**src/rtl/wb_queue_if.sv**
```systemverilog
// Writeback request/drain bus for wb_queue: two producer request channels
// (ALU and load) plus the register-file write port the queue drains onto.
interface wb_queue_if #(
  parameter int ADDR_W = 4,
  parameter int DATA_W = 8
);
  logic              alu_valid;
  logic [ADDR_W-1:0] alu_addr;
  logic [DATA_W-1:0] alu_data;
  logic              alu_ready;
  logic              mem_valid;
  logic [ADDR_W-1:0] mem_addr;
  logic [DATA_W-1:0] mem_data;
  logic              mem_ready;
  logic              wr_en;
  logic [ADDR_W-1:0] wr_addr;
  logic [DATA_W-1:0] wr_data;

  modport master (
    output alu_valid, alu_addr, alu_data, mem_valid, mem_addr, mem_data,
    input  alu_ready, mem_ready, wr_en, wr_addr, wr_data
  );

  modport slave (
    input  alu_valid, alu_addr, alu_data, mem_valid, mem_addr, mem_data,
    output alu_ready, mem_ready, wr_en, wr_addr, wr_data
  );
endinterface

```
**src/rtl/wb_queue.sv**
```systemverilog
// In-order writeback FIFO merging ALU and load writes onto one register-file port,
// with pending-write hazard flags. Define WB_QUEUE_FWD_EN to add operand forwarding.
module wb_queue #(
  parameter int ADDR_W = 4,
  parameter int DATA_W = 8,
  parameter int DEPTH  = 4
) (
  input  logic                     clk,
  input  logic                     rst_n,
  wb_queue_if.slave                bus,
  input  logic [ADDR_W-1:0]        rs1_addr,
  input  logic [ADDR_W-1:0]        rs2_addr,
  output logic                     rs1_pend,
  output logic                     rs2_pend,
  output logic [$clog2(DEPTH):0]   count
`ifdef WB_QUEUE_FWD_EN
  ,
  output logic [DATA_W-1:0]        rs1_fwd_data,
  output logic [DATA_W-1:0]        rs2_fwd_data
`endif
);

  localparam int PW = $clog2(DEPTH);
  localparam int CW = PW + 1;

  logic [ADDR_W-1:0] entry_addr [DEPTH];
  logic [DATA_W-1:0] entry_data [DEPTH];
  logic [DEPTH-1:0]  entry_valid;
  logic [DEPTH-1:0]  valid_next;
  logic [PW-1:0]     wr_ptr;
  logic [PW-1:0]     rd_ptr;
  logic [PW-1:0]     mem_idx;
  logic [CW-1:0]     free_slots;
  logic              alu_push;
  logic              mem_push;
  logic              pop;

  // Credit comes only from registered occupancy; a same-cycle pop frees nothing.
  assign free_slots    = CW'(DEPTH) - count;
  assign bus.alu_ready = (free_slots >= CW'(1));
  assign bus.mem_ready = (free_slots >= CW'(2)) ||
                         ((free_slots == CW'(1)) && !bus.alu_valid);

  assign alu_push = bus.alu_valid && bus.alu_ready;
  assign mem_push = bus.mem_valid && bus.mem_ready;
  assign pop      = (count != '0);
  assign mem_idx  = wr_ptr + PW'(alu_push);

  assign bus.wr_en   = pop;
  assign bus.wr_addr = entry_addr[rd_ptr];
  assign bus.wr_data = entry_data[rd_ptr];

  always_comb begin
    valid_next = entry_valid;
    if (pop)      valid_next[rd_ptr]  = 1'b0;
    if (alu_push) valid_next[wr_ptr]  = 1'b1;
    if (mem_push) valid_next[mem_idx] = 1'b1;
  end

  always_ff @(posedge clk or negedge rst_n) begin
    if (!rst_n) begin
      wr_ptr      <= '0;
      rd_ptr      <= '0;
      count       <= '0;
      entry_valid <= '0;
    end else begin
      wr_ptr      <= wr_ptr + PW'(alu_push) + PW'(mem_push);
      rd_ptr      <= rd_ptr + PW'(pop);
      count       <= count + CW'(alu_push) + CW'(mem_push) - CW'(pop);
      entry_valid <= valid_next;
    end
  end

  // Payload storage is deliberately unreset; the valid bits guard it.
  always_ff @(posedge clk) begin
    if (alu_push) begin
      entry_addr[wr_ptr] <= bus.alu_addr;
      entry_data[wr_ptr] <= bus.alu_data;
    end
    if (mem_push) begin
      entry_addr[mem_idx] <= bus.mem_addr;
      entry_data[mem_idx] <= bus.mem_data;
    end
  end

  always_comb begin
    rs1_pend = 1'b0;
    rs2_pend = 1'b0;
    for (int i = 0; i < DEPTH; i++) begin
      if (entry_valid[i] && (entry_addr[i] == rs1_addr)) rs1_pend = 1'b1;
      if (entry_valid[i] && (entry_addr[i] == rs2_addr)) rs2_pend = 1'b1;
    end
  end

`ifdef WB_QUEUE_FWD_EN
  // Walk oldest to youngest from rd_ptr so the last match seen is the youngest.
  always_comb begin
    logic [PW-1:0] idx;
    idx          = '0;
    rs1_fwd_data = '0;
    rs2_fwd_data = '0;
    for (int k = 0; k < DEPTH; k++) begin
      idx = rd_ptr + PW'(k);
      if (entry_valid[idx] && (entry_addr[idx] == rs1_addr)) rs1_fwd_data = entry_data[idx];
      if (entry_valid[idx] && (entry_addr[idx] == rs2_addr)) rs2_fwd_data = entry_data[idx];
    end
  end
`endif

endmodule

```
**src/flat_wrapper.sv**
```systemverilog
// flat-port wrapper written by rule: the top's interface ports become plain ports
module wb_queue_flat 
#(
  parameter int ADDR_W = 4,
  parameter int DATA_W = 8,
  parameter int DEPTH  = 4
)
  (clk, rst_n, rs1_addr, rs2_addr, rs1_pend, rs2_pend, count, bus_alu_valid, bus_alu_addr, bus_alu_data, bus_mem_valid, bus_mem_addr, bus_mem_data, bus_alu_ready, bus_mem_ready, bus_wr_en, bus_wr_addr, bus_wr_data);
  wb_queue_if #(.ADDR_W(ADDR_W), .DATA_W(DATA_W)) bus_i ();
  input  logic clk;
  input  logic rst_n;
  input  logic [ADDR_W-1:0] rs1_addr;
  input  logic [ADDR_W-1:0] rs2_addr;
  output logic rs1_pend;
  output logic rs2_pend;
  output logic [$clog2(DEPTH):0] count;
  input wire logic [$bits(bus_i.alu_valid)-1:0] bus_alu_valid;
  input wire logic [$bits(bus_i.alu_addr)-1:0] bus_alu_addr;
  input wire logic [$bits(bus_i.alu_data)-1:0] bus_alu_data;
  input wire logic [$bits(bus_i.mem_valid)-1:0] bus_mem_valid;
  input wire logic [$bits(bus_i.mem_addr)-1:0] bus_mem_addr;
  input wire logic [$bits(bus_i.mem_data)-1:0] bus_mem_data;
  output wire logic [$bits(bus_i.alu_ready)-1:0] bus_alu_ready;
  output wire logic [$bits(bus_i.mem_ready)-1:0] bus_mem_ready;
  output wire logic [$bits(bus_i.wr_en)-1:0] bus_wr_en;
  output wire logic [$bits(bus_i.wr_addr)-1:0] bus_wr_addr;
  output wire logic [$bits(bus_i.wr_data)-1:0] bus_wr_data;
  assign bus_i.alu_valid = bus_alu_valid;
  assign bus_i.alu_addr = bus_alu_addr;
  assign bus_i.alu_data = bus_alu_data;
  assign bus_i.mem_valid = bus_mem_valid;
  assign bus_i.mem_addr = bus_mem_addr;
  assign bus_i.mem_data = bus_mem_data;
  assign bus_alu_ready = bus_i.alu_ready;
  assign bus_mem_ready = bus_i.mem_ready;
  assign bus_wr_en = bus_i.wr_en;
  assign bus_wr_addr = bus_i.wr_addr;
  assign bus_wr_data = bus_i.wr_data;
  wb_queue #(.ADDR_W(ADDR_W), .DATA_W(DATA_W), .DEPTH(DEPTH)) u_core (.clk(clk), .rst_n(rst_n), .bus(bus_i), .rs1_addr(rs1_addr), .rs2_addr(rs2_addr), .rs1_pend(rs1_pend), .rs2_pend(rs2_pend), .count(count));
endmodule
```
**config.mk**
```make
export PLATFORM = sky130hd
export DESIGN_NAME = wb_queue_flat
export DESIGN_NICKNAME = d
export VERILOG_FILES = /design/src/rtl/wb_queue_if.sv /design/src/rtl/wb_queue.sv /design/src/flat_wrapper.sv
export SDC_FILE = /design/constraint.sdc
export NUM_CORES = 1
export LEC_CHECK = 0
export CAP_MARGIN = 10
export CORE_AREA = 2 2 92 94
export DETAILED_ROUTE_END_ITERATION = 7
export DIE_AREA = 0 0 94 96
export PLACE_DENSITY = 0.67
export SYNTH_ARGS = -nofsm -noshare
export SYNTH_HDL_FRONTEND = slang
export SYNTH_SLANG_ARGS = --single-unit
```
**constraint.sdc**
```tcl
create_clock -name clk -period 4.59 [get_ports clk]
set_clock_uncertainty 0.05 [all_clocks]
set_input_delay 0.6885 -clock clk [delete_from_list [all_inputs] [get_ports clk]]
set_output_delay 0.6885 -clock clk [all_outputs]
set_load 0.005 [all_outputs]
```
==> out/results.txt <==
Status - completed
Sequential area share after synthesis - 48.9%
Root Buffer - clkbuf_8
Clock sinks - 59
Layout area overhead - 24.7%
Port Buf Inserts - 55
Crit start category - flip-flop
Global-route wire length before repair - 11200 um
Die span in x - 94 um
Detailed placement HPWL - 5110 um
Final Hold Fails - 0
Yosys warns - 0
CP endpoint - u_core.entry_addr[3][3]$_DFFE_PP_
ANT cells - 0
P_sw - 1.09 mW
Largest net degree at the start of global routing - 17
Chip height - 96 um
Fin crit period - 3.52 ns
Max-slew violation count - 0
Final setup margin - 1.07 ns
# Post-CTS Setup Buffers - 0
Resized cells post-CTS - 0
Pre-CTS WS - 1.11 ns
Critical Setup Path Class - reg2reg
Sequential Power Share - 36.0%
Setup tns final - 0 ns
Drt drc - 0
Fmax - 0.284 GHz
Vias in the first global route - 2198
Initial Utilization - 43.6%
Crit share post-route - 76.6%
Netlist Area Pre-Place - 3510 um2
Crit-path cells - inv_1, ha_1, ha_1, or4b_2, nand2_1, inv_1, ha_1, o211ai_4, nor2_2, buf_4, mux2_2
Crit. End Element - flip-flop
Worst-Skew Late Latency - 0.34 ns
Gpl congestion - 0.801
Worst Path Buf+Inv - 3
Slowest-stage cell, CP - or4b_2
R2R depth - 11
DRT Wirelength - 7240 um
Crit path max fanout - 12
RSZ-0062 raised after global routing - no
Sw frac - 34.9%
Crit path top cell by count - ha_1
Most common cell after layout, fill and taps aside - clkdlybuf4s50_1
Gr usage total - 17.0%
Total grt overflow - 0
Reg-to-reg endpoint - u_core.entry_addr[3][3]$_DFFE_PP_
Top Layer Used - met4
Maximum capacitance violations - 0
Syn avg cell area - 14.7 um2
VDD IR-drop max - 238 uV
Clock power share - 14.7%
TritonRoute pass-1 iters - 4
Unique masters post-synth - 33
Layout cell share with drive strength beyond 1 - 30.4%
Max incr delay on CP - 0.63 ns
Final core utilization - 54.4%
Worst-path clk slew - 0.07 ns
Via Count - 2151
Htree depth - 3
R2r setup slk - 1.07 ns
Cts hold-fix bufs - 0
Worst Hold Class - reg2reg
Nets@finish - 347
WL met3 - 197 um
Initial antenna violation count - 0
Number of vias per cell - 5.23
Leak - 1.59 nW
Syn nets - 285
CP top delay family - adder cells
Drt wl/cell - 17.6 um
Post-Route M1 WL - 3150 um
Commonest non-fill, non-tap cells in the layout - 55 x clkdlybuf4s50_1, 48 x edfxtp_1, 28 x mux2_2
DR WL met2 - 3720 um
Die area - 9020 um2
DR iter-0 viols - 109
Site Rows - 33
Worst hold slack - 0.510 ns
Critical path origin - u_core.count[1]$_DFF_PN0_
Clock buffer depth - 2
Critical R2R Launch - u_core.count[1]$_DFF_PN0_
Req. time, crit path - 4.63 ns
Core area - 8050 um2
Pwr/cell area - 711 nW/um2
CTS buffer count - 9
Worst-margin pin slew - 0.934 ns
#FFs+latches synth - 59
Syn Inst Count - 239
Post-DRT Antenna Nets - 0
Internal - 2.03 mW
Setup violators final - 0
Io pins - 56
Critical path depth in cells - 11
CP arrival - 3.55 ns
Max_slew headroom - 37.7%
CTS tree - yes
Combinational share of power - 49.3%
[routing by layer]
metal  track usage (%)  vias to the layer above
met1              20.1                     1062
li1                  -                     1029
met5                 0                        -
met4              8.21                        0
met3              2.74                       16
met2              30.1                       44
[sequential cells by signal (all words and copies together), names as in the netlist]
name / flops
u_core.entry_addr: 16
u_core.rd_ptr: 2
u_core.entry_valid: 4
u_core.wr_ptr: 2
u_core.count: 3
u_core.entry_data: 32
[per-stage QoR]
step	total power, mW	cell area (um2)	cells
floorplan	2.08	3510	239
global placement	2.66	4190	395
detailed placement	2.69	4190	395
CTS	3.16	4380	411
global route	3.31	4380	411
finish	3.11	4380	411
[worst min path at each step]
stage	startpoint	end	slack, ns	depth (start not counted)
finish	u_core.count[2]$_DFF_PN0_	u_core.count[2]$_DFF_PN0_	0.51	2
global route	u_core.count[2]$_DFF_PN0_	u_core.count[2]$_DFF_PN0_	0.55	2
CTS	u_core.count[2]$_DFF_PN0_	u_core.count[2]$_DFF_PN0_	0.52	2
detailed placement	u_core.entry_valid[3]$_DFF_PN0_	u_core.entry_valid[3]$_DFF_PN0_	0.51	2
global placement	u_core.count[2]$_DFF_PN0_	u_core.count[2]$_DFF_PN0_	0.51	2
floorplan	rst_n	u_core.count[0]$_DFF_PN0_	0.34	0
[cells by family after synthesis]
family	Yosys count	share of synthesized area (%)
simple gates	34	5.49
mux	60	25.2
compound gates	16	3.81
fa+ha+maj	10	3.99
xor+xnor	38	9.48
flops	59	48.9
buf+inv	22	3.14
[area by class of cell]
class	instances	area (um2)
fill	694	3670
sequential	59	1720
multi-input combinational	158	1690
timing repair buffer	63	611
tap	105	131
clock buffer	9	124
clock inverter	7	68.8
inverter	10	37.5
[synthesized netlist by cell type]
cell type	count	share of area (%)
and2b_1	1	0.21
o221ai_1	4	1.0
buf_6	3	0.96
o31ai_1	2	0.43
nor2_2	2	0.36
nand3_1	9	1.3
o21ai_2	1	0.25
o21ai_0	2	0.29
o32a_2	1	0.32
xnor2_1	12	3.0
mux2_4	20	8.6
o211ai_4	1	0.61
edfxtp_1	48	41
nor3_2	1	0.29
or3b_4	1	0.32
buf_2	1	0.14
o22ai_1	4	0.71
nand2b_1	2	0.36
nor3b_1	1	0.21
fa_1	2	1.1
mux4_2	12	7.7
o21a_1	1	0.21
nand2_1	5	0.53
nand4_1	2	0.36
buf_4	1	0.21
ha_1	8	2.9
mux2_2	28	9.0
inv_1	10	1.1
xor2_1	26	6.5
dfrtp_1	11	7.8
or4b_2	1	0.29
nor3_1	9	1.3
clkbuf_1	7	0.75
[worst register-to-register path: cells and delay by family, from the launching register on]
family / cells / cell delay (ns)
fa+ha+maj: 3 / 0.91
compound gates: 1 / 0.18
mux: 1 / 0.37
buf+inv: 3 / 0.43
flops: 1 / 0.44
simple gates: 3 / 0.88
[power by group through the flow]
stage                     Combinational [mW]  Clock [mW]  Sequential, mW
final                                   1.53       0.458            1.12
after detailed placement                1.55           0            1.14
after global placement                  1.54           0            1.12
after global routing                    1.67       0.484            1.16
after floorplan                         1.07           0            1.02
after CTS                               1.56       0.468            1.13
No activity file was read; power rests on OpenSTA's default activity.
